## src/rtl/uart_verici_param_pkg.sv

```systemverilog
// ============================================================================
// Module   : uart_paket
// Purpose  : Shared FSM encodings, frame code constants and default FIFO depth
//            for the UART transmitter.
// Revision : 1.0 - initial release
// ============================================================================
`default_nettype none

package uart_paket;

  typedef logic [2:0] durum_t;

  localparam durum_t c_BOSTA  = 3'd0;
  localparam durum_t c_BASLA  = 3'd1;
  localparam durum_t c_VERI   = 3'd2;
  localparam durum_t c_PARITE = 3'd3;
  localparam durum_t c_DUR    = 3'd4;

  localparam logic [1:0] c_VERI_BIT_5   = 2'd0;
  localparam logic [1:0] c_VERI_BIT_6   = 2'd1;
  localparam logic [1:0] c_VERI_BIT_7   = 2'd2;
  localparam logic [1:0] c_VERI_BIT_MAX = 2'd3;

  localparam logic [1:0] c_PARITE_YOK  = 2'd0;
  localparam logic [1:0] c_PARITE_CIFT = 2'd1;
  localparam logic [1:0] c_PARITE_TEK  = 2'd2;
  localparam logic [1:0] c_PARITE_YOK3 = 2'd3;

  localparam int c_FIFO_DERINLIK = 16;

  // Index of the last data bit of a frame for a given width code.
  function automatic logic [3:0] veri_son_bit(input logic [1:0] kod, input int vmax);
    logic [3:0] sonuc;
    case (kod)
      c_VERI_BIT_5: sonuc = 4'd4;
      c_VERI_BIT_6: sonuc = 4'd5;
      c_VERI_BIT_7: sonuc = 4'd6;
      default:      sonuc = 4'(vmax - 1);
    endcase
    return sonuc;
  endfunction

endpackage

`default_nettype wire

```

## src/rtl/uart_verici_param_fifo.sv

```systemverilog
// ============================================================================
// Module   : uart_tx_fifo
// Purpose  : First-word-fall-through FIFO with occupancy and overflow pulse.
// Revision : 1.0 - initial release
// ============================================================================
`default_nettype none

module uart_tx_fifo
  import uart_paket::*;
#(
  parameter int DERINLIK = c_FIFO_DERINLIK,
  parameter int GENISLIK = 8
) (
  input  logic                          clk_i,
  input  logic                          rst_i,
  input  logic                          i_yaz,
  input  logic [GENISLIK-1:0]           i_veri,
  input  logic                          i_oku,
  output logic [GENISLIK-1:0]           o_veri,
  output logic                          o_bos,
  output logic                          o_dolu,
  output logic [$clog2(DERINLIK):0]     o_doluluk,
  output logic                          o_tasma
);

  localparam int c_AW = $clog2(DERINLIK);
  localparam logic [c_AW:0] c_DOLU = DERINLIK[c_AW:0];

  logic [GENISLIK-1:0] r_bellek [DERINLIK];
  logic [c_AW-1:0]     r_yaz_ptr;
  logic [c_AW-1:0]     r_oku_ptr;
  logic [c_AW:0]       r_sayi;
  logic                r_tasma;
  logic                w_oku_ok;
  logic                w_yaz_ok;

  assign o_bos     = (r_sayi == '0);
  assign o_dolu    = (r_sayi == c_DOLU);
  assign o_doluluk = r_sayi;
  assign o_tasma   = r_tasma;
  assign o_veri    = r_bellek[r_oku_ptr];

  // A full FIFO still takes a word when the head leaves in the same cycle.
  assign w_oku_ok = i_oku && !o_bos;
  assign w_yaz_ok = i_yaz && (!o_dolu || w_oku_ok);

  always_ff @(posedge clk_i) begin
    if (w_yaz_ok) begin
      r_bellek[r_yaz_ptr] <= i_veri;
    end
  end

  always_ff @(posedge clk_i) begin
    if (rst_i) begin
      r_yaz_ptr <= '0;
      r_oku_ptr <= '0;
      r_sayi    <= '0;
      r_tasma   <= 1'b0;
    end else begin
      r_tasma <= i_yaz && !w_yaz_ok;
      if (w_yaz_ok) begin
        r_yaz_ptr <= r_yaz_ptr + 1'b1;
      end
      if (w_oku_ok) begin
        r_oku_ptr <= r_oku_ptr + 1'b1;
      end
      case ({w_yaz_ok, w_oku_ok})
        2'b10:   r_sayi <= r_sayi + 1'b1;
        2'b01:   r_sayi <= r_sayi - 1'b1;
        default: r_sayi <= r_sayi;
      endcase
    end
  end

endmodule

`default_nettype wire

```

## src/rtl/uart_verici_param.sv

```systemverilog
// ============================================================================
// Module   : uart_verici_param
// Purpose  : Parameterised UART transmitter with TX FIFO, runtime frame format.
//            Parity support is built only when UART_VERICI_PARITE_EN is defined.
// Revision : 1.0 - initial release
// ============================================================================
`default_nettype none

module uart_verici_param
  import uart_paket::*;
#(
  parameter int FIFO_DERINLIK = c_FIFO_DERINLIK,
  parameter int VERI_MAX      = 8
) (
  input  logic                             clk_i,
  input  logic                             rst_i,
  input  logic [15:0]                      baud_bolen_i,
  input  logic [1:0]                       veri_bit_i,
  input  logic [1:0]                       parite_i,
  input  logic                             dur_bit_i,
  input  logic                             tx_en_i,
  input  logic                             tx_yaz_en_i,
  input  logic [VERI_MAX-1:0]              tx_veri_i,
  output logic                             tx_veri_o,
  output logic                             tx_fifo_bos_o,
  output logic                             tx_fifo_dolu_o,
  output logic [$clog2(FIFO_DERINLIK):0]   tx_doluluk_o,
  output logic                             tx_mesgul_o,
  output logic                             tx_tasma_o
);

  logic [VERI_MAX-1:0] w_fifo_veri;
  logic                w_fifo_bos;
  logic                w_yukle;

  uart_tx_fifo #(
    .DERINLIK (FIFO_DERINLIK),
    .GENISLIK (VERI_MAX)
  ) u_fifo (
    .clk_i     (clk_i),
    .rst_i     (rst_i),
    .i_yaz     (tx_yaz_en_i),
    .i_veri    (tx_veri_i),
    .i_oku     (w_yukle),
    .o_veri    (w_fifo_veri),
    .o_bos     (w_fifo_bos),
    .o_dolu    (tx_fifo_dolu_o),
    .o_doluluk (tx_doluluk_o),
    .o_tasma   (tx_tasma_o)
  );

  assign tx_fifo_bos_o = w_fifo_bos;

  durum_t              r_durum;
  durum_t              w_sonraki;
  logic [15:0]         r_baud_lim;
  logic [15:0]         r_baud_sayac;
  logic [3:0]          r_bit_sayac;
  logic [3:0]          r_veri_son;
  logic                r_dur_bit;
  logic                r_dur_sayac;
  logic [VERI_MAX-1:0] r_kaydirma;
  logic [VERI_MAX-1:0] w_kaydirma_sonraki;
  logic                r_tx;
  logic                r_mesgul;
  logic                w_tx_sonraki;
  logic                w_mesgul_sonraki;
  logic                w_bit_sonu;
  logic                w_son_veri;
  logic                w_son_dur;
  logic                w_hazir;
  logic                w_parite_var;
  logic                w_parite_cikis;

  assign w_bit_sonu = (r_baud_sayac == r_baud_lim);
  assign w_son_veri = w_bit_sonu && (r_bit_sayac == r_veri_son);
  assign w_son_dur  = w_bit_sonu && (r_dur_sayac == r_dur_bit);
  assign w_hazir    = tx_en_i && !w_fifo_bos;
  // Pop and latch the frame settings on entry to BASLA, whether idle or back-to-back.
  assign w_yukle    = w_hazir && ((r_durum == c_BOSTA) || ((r_durum == c_DUR) && w_son_dur));

  assign w_kaydirma_sonraki = ((r_durum == c_VERI) && w_bit_sonu) ? (r_kaydirma >> 1) : r_kaydirma;

`ifdef UART_VERICI_PARITE_EN
  logic [1:0] r_parite_mod;
  logic       r_parite;
  logic       w_parite_sonraki;

  assign w_parite_var     = (r_parite_mod == c_PARITE_CIFT) || (r_parite_mod == c_PARITE_TEK);
  assign w_parite_sonraki = ((r_durum == c_VERI) && w_bit_sonu) ? (r_parite ^ r_kaydirma[0]) : r_parite;
  assign w_parite_cikis   = w_parite_sonraki ^ (r_parite_mod == c_PARITE_TEK);

  always_ff @(posedge clk_i) begin
    if (rst_i) begin
      r_parite_mod <= c_PARITE_YOK;
      r_parite     <= 1'b0;
    end else if (w_yukle) begin
      r_parite_mod <= parite_i;
      r_parite     <= 1'b0;
    end else begin
      r_parite     <= w_parite_sonraki;
    end
  end
`else
  logic w_unused_parite;
  assign w_unused_parite = ^parite_i;
  assign w_parite_var    = 1'b0;
  assign w_parite_cikis  = 1'b1;
`endif

  always_ff @(posedge clk_i) begin
    if (rst_i) begin
      r_durum  <= c_BOSTA;
      r_tx     <= 1'b1;
      r_mesgul <= 1'b0;
    end else begin
      r_durum  <= w_sonraki;
      r_tx     <= w_tx_sonraki;
      r_mesgul <= w_mesgul_sonraki;
    end
  end

  always_comb begin
    w_sonraki = r_durum;
    case (r_durum)
      c_BOSTA:  if (w_hazir)    w_sonraki = c_BASLA;
      c_BASLA:  if (w_bit_sonu) w_sonraki = c_VERI;
      c_VERI:   if (w_son_veri) w_sonraki = w_parite_var ? c_PARITE : c_DUR;
      c_PARITE: if (w_bit_sonu) w_sonraki = c_DUR;
      c_DUR:    if (w_son_dur)  w_sonraki = w_hazir ? c_BASLA : c_BOSTA;
      default:                  w_sonraki = c_BOSTA;
    endcase
  end

  // Line level is decided from the upcoming state so the output can be a flop.
  always_comb begin
    w_tx_sonraki     = 1'b1;
    w_mesgul_sonraki = (w_sonraki != c_BOSTA);
    case (w_sonraki)
      c_BASLA:  w_tx_sonraki = 1'b0;
      c_VERI:   w_tx_sonraki = w_kaydirma_sonraki[0];
      c_PARITE: w_tx_sonraki = w_parite_cikis;
      default:  w_tx_sonraki = 1'b1;
    endcase
  end

  always_ff @(posedge clk_i) begin
    if (rst_i) begin
      r_kaydirma   <= '0;
      r_baud_lim   <= '0;
      r_baud_sayac <= '0;
      r_bit_sayac  <= '0;
      r_veri_son   <= '0;
      r_dur_bit    <= 1'b0;
      r_dur_sayac  <= 1'b0;
    end else if (w_yukle) begin
      r_kaydirma   <= w_fifo_veri;
      r_baud_lim   <= baud_bolen_i;
      r_veri_son   <= veri_son_bit(veri_bit_i, VERI_MAX);
      r_dur_bit    <= dur_bit_i;
      r_baud_sayac <= '0;
      r_bit_sayac  <= '0;
      r_dur_sayac  <= 1'b0;
    end else if (r_durum != c_BOSTA) begin
      if (w_bit_sonu) begin
        r_baud_sayac <= '0;
        if (r_durum == c_VERI) begin
          r_kaydirma  <= w_kaydirma_sonraki;
          r_bit_sayac <= r_bit_sayac + 1'b1;
        end
        if (r_durum == c_DUR) begin
          r_dur_sayac <= r_dur_sayac + 1'b1;
        end
      end else begin
        r_baud_sayac <= r_baud_sayac + 1'b1;
      end
    end
  end

  assign tx_veri_o   = r_tx;
  assign tx_mesgul_o = r_mesgul;

endmodule

`default_nettype wire

```

## config.mk

```make
export PLATFORM = sky130hd
export DESIGN_NAME = uart_verici_param
export DESIGN_NICKNAME = d
export VERILOG_FILES = /design/src/rtl/uart_verici_param_pkg.sv /design/src/rtl/uart_verici_param_fifo.sv /design/src/rtl/uart_verici_param.sv
export SDC_FILE = /design/constraint.sdc
export NUM_CORES = 1
export LEC_CHECK = 0
export ABC_CLOCK_PERIOD_IN_PS = 8200
export BUFFER_PORTS_ARGS = -buffer_cell sky130_fd_sc_hd__buf_2
export CAP_MARGIN = 20
export CORE_ASPECT_RATIO = 1.75
export CORE_UTILIZATION = 31
export DETAILED_ROUTE_END_ITERATION = 6
export PLACE_DENSITY = 0.57
export SYNTH_ARGS = -nofsm -noshare
export SYNTH_HDL_FRONTEND = slang
export SYNTH_SLANG_ARGS = --single-unit
```

## constraint.sdc

```tcl
create_clock -name clk_i -period 8.2 [get_ports clk_i]
set_input_delay 1.23 -clock clk_i [delete_from_list [all_inputs] [get_ports clk_i]]
set_output_delay 1.23 -clock clk_i [all_outputs]
set_load 0.005 [all_outputs]
```

==> tab_implementation.tex <==
\begin{tabular}{lr}
\hline
Metric & Value \\
\hline
\multicolumn{2}{l}{\textbf{Pwr}} \\
\quad Total Power Consumption & 2.86 mW \\
\quad Static leakage & 3.28 nW \\
\quad Power per cell area & 305 nW/um\^{}2 \\
\quad Peak supply drop & 177 uV \\
\multicolumn{2}{l}{\textbf{Timing}} \\
\quad RSZ-0062 raised after global routing & false \\
\quad Setup TNS & 0 ns \\
\quad Post-Route Skew & 0.00767 ns \\
\quad Final Setup Violations & 0 \\
\quad Minimum hold slack & 0.466 ns \\
\quad Clock period minus final worst setup slack & 4.08 ns \\
\quad Highest clock rate & 245 MHz \\
\quad Worst slew margin relative to its limit & 36.0\% \\
\quad Transition time at the pin with the least slew margin & 0.955 ns \\
\quad Final Hold Vio Count & 0 \\
\quad Final Max Slew Viols & 0 \\
\quad Final cycle utilization of the critical path & 49.8\% \\
\multicolumn{2}{l}{\textbf{Drt}} \\
\quad Via density per instance & 4.76 \\
\quad DRT iter0 DRCs & 292 \\
\quad Per-cell routed wire length & 16.8 um \\
\quad Via count & 4569 \\
\quad Detailed-routing iteration count for the pre-antenna-repair pass & 6 \\
\quad Antenna-violating nets left & 0 \\
\quad Drc violations & 14 \\
\quad Wirelength, routed & 16100 um \\
\multicolumn{2}{l}{\textbf{CTS}} \\
\quad Number of buffers added by the clock tree synthesis step & 17 \\
\quad Post-CTS setup buffers & 0 \\
\quad Post-CTS Hold Buffers & 0 \\
\quad Source-to-sink clock delay at the later pin of the worst-skew pair & 0.43 ns \\
\quad Sinks on the clock net & 200 \\
\quad H-tree depth & 4 \\
\quad TritonCTS clock tree & built \\
\quad Number of cells upsized or downsized after cts & 0 \\
\quad Reg clk slew, reported paths & 0.07 ns \\
\quad Buffer cell driving the clock tree root & sky130\_fd\_sc\_hd\_\_clkbuf\_16 \\
\quad Max Root-Sink Buffers & 2 \\
\multicolumn{2}{l}{\textbf{Synthesis}} \\
\quad Post-synthesis cell area & 8220 um\^{}2 \\
\quad Basic-gate share of the synthesized area counting and, or, nand and nor cells & 9.79\% \\
\quad Fraction of the mapped netlist area in adder cells & 1.68\% \\
\quad Unique masters post-synth & 50 \\
\quad Gate count after technology mapping & 590 \\
\quad Dominant cells by area after synthesis & sky130\_fd\_sc\_hd\_\_edfxtp\_1, sky130\_fd\_sc\_hd\_\_dfxtp\_1, sky130\_fd\_sc\_hd\_\_mux4\_2 \\
\quad Synthesized flop and latch total & 200 \\
\quad Syn avg cell area & 13.9 um\^{}2 \\
\quad Fraction of the yosys area taken by sequential cells & 64.3\% \\
\quad Largest family of logic cells by synthesized area & multiplexers \\
\quad Number of enable flip-flop cells after synthesis & 128 \\
\quad Top flip-flop cell by instance count after synthesis & sky130\_fd\_sc\_hd\_\_edfxtp\_1 \\
\quad Mux cell area share after synthesis & 11.9\% \\
\quad Area share of the leading cell type in the synthesized netlist & 46.8\% \\
\quad Post-synthesis async set-or-reset flop share & 0\% \\
\quad Complex-gate fraction of the synthesized area & 4.75\% \\
\quad Syn nets & 634 \\
\quad Total of warnings raised by yosys & 0 \\
\quad Xor-xnor portion of the synthesized cell area & 5.01\% \\
\quad Dominant cell type by area after synthesis & sky130\_fd\_sc\_hd\_\_edfxtp\_1 \\
\multicolumn{2}{l}{\textbf{Floorplan}} \\
\quad Core area & 26000 um\^{}2 \\
\quad Starting density of the core & 31.6\% \\
\quad Chip Width & 125 um \\
\quad Number of ports placed on the die boundary & 43 \\
\quad Row count & 78 \\
\quad Overall die area & 27200 um\^{}2 \\
\quad DIE HEIGHT & 217 um \\
\multicolumn{2}{l}{\textbf{Placed design}} \\
\quad Count of buffers inserted at the top-level ports & 40 \\
\quad Estimated wirelength of the detail-placed design & 11000 um \\
\quad Inst Count DP & 926 \\
\quad GPL Wtd Cong & 0.798 \\
\multicolumn{2}{l}{\textbf{GRT}} \\
\quad Overflow after GRT & 0 \\
\quad Overall fraction of global-route tracks in use & 12.6\% \\
\quad Antenna violations before repair & 0 \\
\quad Vias in the first global route & 4733 \\
\quad Largest net degree at the start of global routing & 50 \\
\quad Wire length of the first global-routing pass & 25700 um \\
\multicolumn{2}{l}{\textbf{Outcome}} \\
\quad Run status & complete, but fails checks \\
\quad Violations in the final reports & DRC \\
\multicolumn{2}{l}{\textbf{Cells and area}} \\
\quad Non-Filler Instances & 959 \\
\quad Layout area overhead & 13.9\% \\
\quad Net count, final & 670 \\
\quad Number of antenna repair diodes & 0 \\
\quad Top library cells by usage in the layout, fill and taps aside & sky130\_fd\_sc\_hd\_\_edfxtp\_1, sky130\_fd\_sc\_hd\_\_dfxtp\_1, sky130\_fd\_sc\_hd\_\_nor2\_1, sky130\_fd\_sc\_hd\_\_nand2\_1, sky130\_fd\_sc\_hd\_\_buf\_2 \\
\quad Fraction of final layout cells with drive strength greater than 1 & 21.4\% \\
\quad Most common cell after layout, fill and taps aside & sky130\_fd\_sc\_hd\_\_edfxtp\_1 \\
\quad Fill cells & 2472 \\
\multicolumn{2}{l}{\textbf{Critical path}} \\
\quad Critical path peak fanout & 25 \\
\quad WP buf/inv & 1 \\
\quad Chain of cells forming the critical path & xor2\_1 > nor4\_1 > nand4\_2 > o21ai\_2 > nand2\_1 > inv\_2 > ha\_1 > xor2\_1 > ha\_1 > o21ai\_0 > a21oi\_1 > a21oi\_1 > xor2\_1 > or3\_1 > a21oi\_1 \\
\quad Critical path startpoint category & flip-flop \\
\quad CP max-delay cell & sky130\_fd\_sc\_hd\_\_nor4\_1 \\
\quad CP delay by family, top & simple AND/OR/NAND/NOR gates \\
\quad Delay contributed by the slowest stage of the critical path & 0.46 ns \\
\quad R2R cell count & 15 \\
\quad Arrival time at the worst endpoint & 4.44 ns \\
\quad Path length in cells of the critical path & 15 \\
\quad Critical path required time & 8.56 ns \\
\quad Sort of element at the end of the critical path & flip-flop \\
\quad Path type of the worst setup path & flip-flop to flip-flop \\
\multicolumn{2}{l}{\textbf{Worst hold path}} \\
\quad Min-delay worst type & flip-flop to flip-flop \\
\quad Hold Path Stages & 2 \\
\multicolumn{2}{l}{\textbf{Flow run}} \\
\quad Number of maximum-capacitance constraint violations & 0 \\
\hline
\end{tabular}
[tightest hold or removal path, stage by stage, from the launching register on]
cell and delay [ns]:
sky130_fd_sc_hd__dfxtp_1 0.32, sky130_fd_sc_hd__nand2_1 0.05, sky130_fd_sc_hd__a21oi_1 0.05
[metal layers]
layer  wire, um  track usage, %  part of all wire [%]
met5          0               0                     0
met3        366            2.34                   2.3
met2       9130            24.5                    57
met4        385            5.81                   2.4
met1       6200            12.8                    39
[report_power, final]
part | switching, mW | internal [mW]
Combinational | 0.436 | 0.318
Clock | 0.379 | 0.485
Sequential | 0.0693 | 1.17
Total | 0.884 | 1.97
[cell families after synthesis]
group | Yosys count
buf+inv | 45
flops | 200
fa+ha+maj | 11
simple gates | 174
compound gates | 64
xor+xnor | 47
mux | 49
[worst paths after layout]
kind | start | end | slack [ns]
worst min-delay path | r_baud_lim[11] | r_baud_lim[11] | 0.47
worst max register to register | r_baud_sayac[8] | u_fifo.o_doluluk[4] | 4.12
worst min register to register | r_baud_lim[11] | r_baud_lim[11] | 0.47
worst max-delay path | r_baud_sayac[8] | u_fifo.o_doluluk[4] | 4.12
[stage by stage]
| step | instance area (um^2) | setup WS, ns | utilization, % |
|---|---|---|---|
| after global routing | 9360 | 3.70 | 36.1 |
| after CTS | 9350 | 4.01 | 36.0 |
| final | 9360 | 4.12 | 36.1 |
| after detailed placement | 8740 | 4.03 | 33.7 |
| after global placement | 8740 | 4.05 | 33.7 |
| after floorplan | 8220 | 4.57 | - |
[area by class of cell]
class | count | area (um^2) | area share [%]
multi-input combinational | 345 | 2740 | 29.3
clock inverter | 11 | 119 | 1.27
sequential | 200 | 5290 | 56.5
timing repair buffer | 49 | 268 | 2.86
tap | 320 | 400 | 4.28
clock buffer | 21 | 493 | 5.27
inverter | 13 | 48.8 | 0.521
[state kept, by name, summed over array words and instances (netlist names), 3 cells and up, named ones only]
signal / cells
u_fifo.r_yaz_ptr: 4
u_fifo.r_bellek: 128
r_bit_sayac: 4
r_veri_son: 3
u_fifo.r_oku_ptr: 4
r_kaydirma: 8
r_baud_lim: 16
u_fifo.o_doluluk: 5
r_durum: 3
r_baud_sayac: 16
[synth_stat cells (all sizes together) (2+ instances only)]
library cell,number
and3,3
ha,11
buf,14
xnor2,11
a21oi,32
nor4,10
mux4,39
inv,13
a211oi,5
edfxtp,128
nand4,3
o221a,2
a31oi,4
a21boi,2
dfxtp,72
nand3,13
xor2,36
and2,4
nor3,6
nor2b,2
or3,5
mux2i,9
nand2b,3
a22oi,2
nor2,62
clkbuf,18
o21ai,10
nand2,59
No activity file was read; power rests on OpenSTA's default activity.
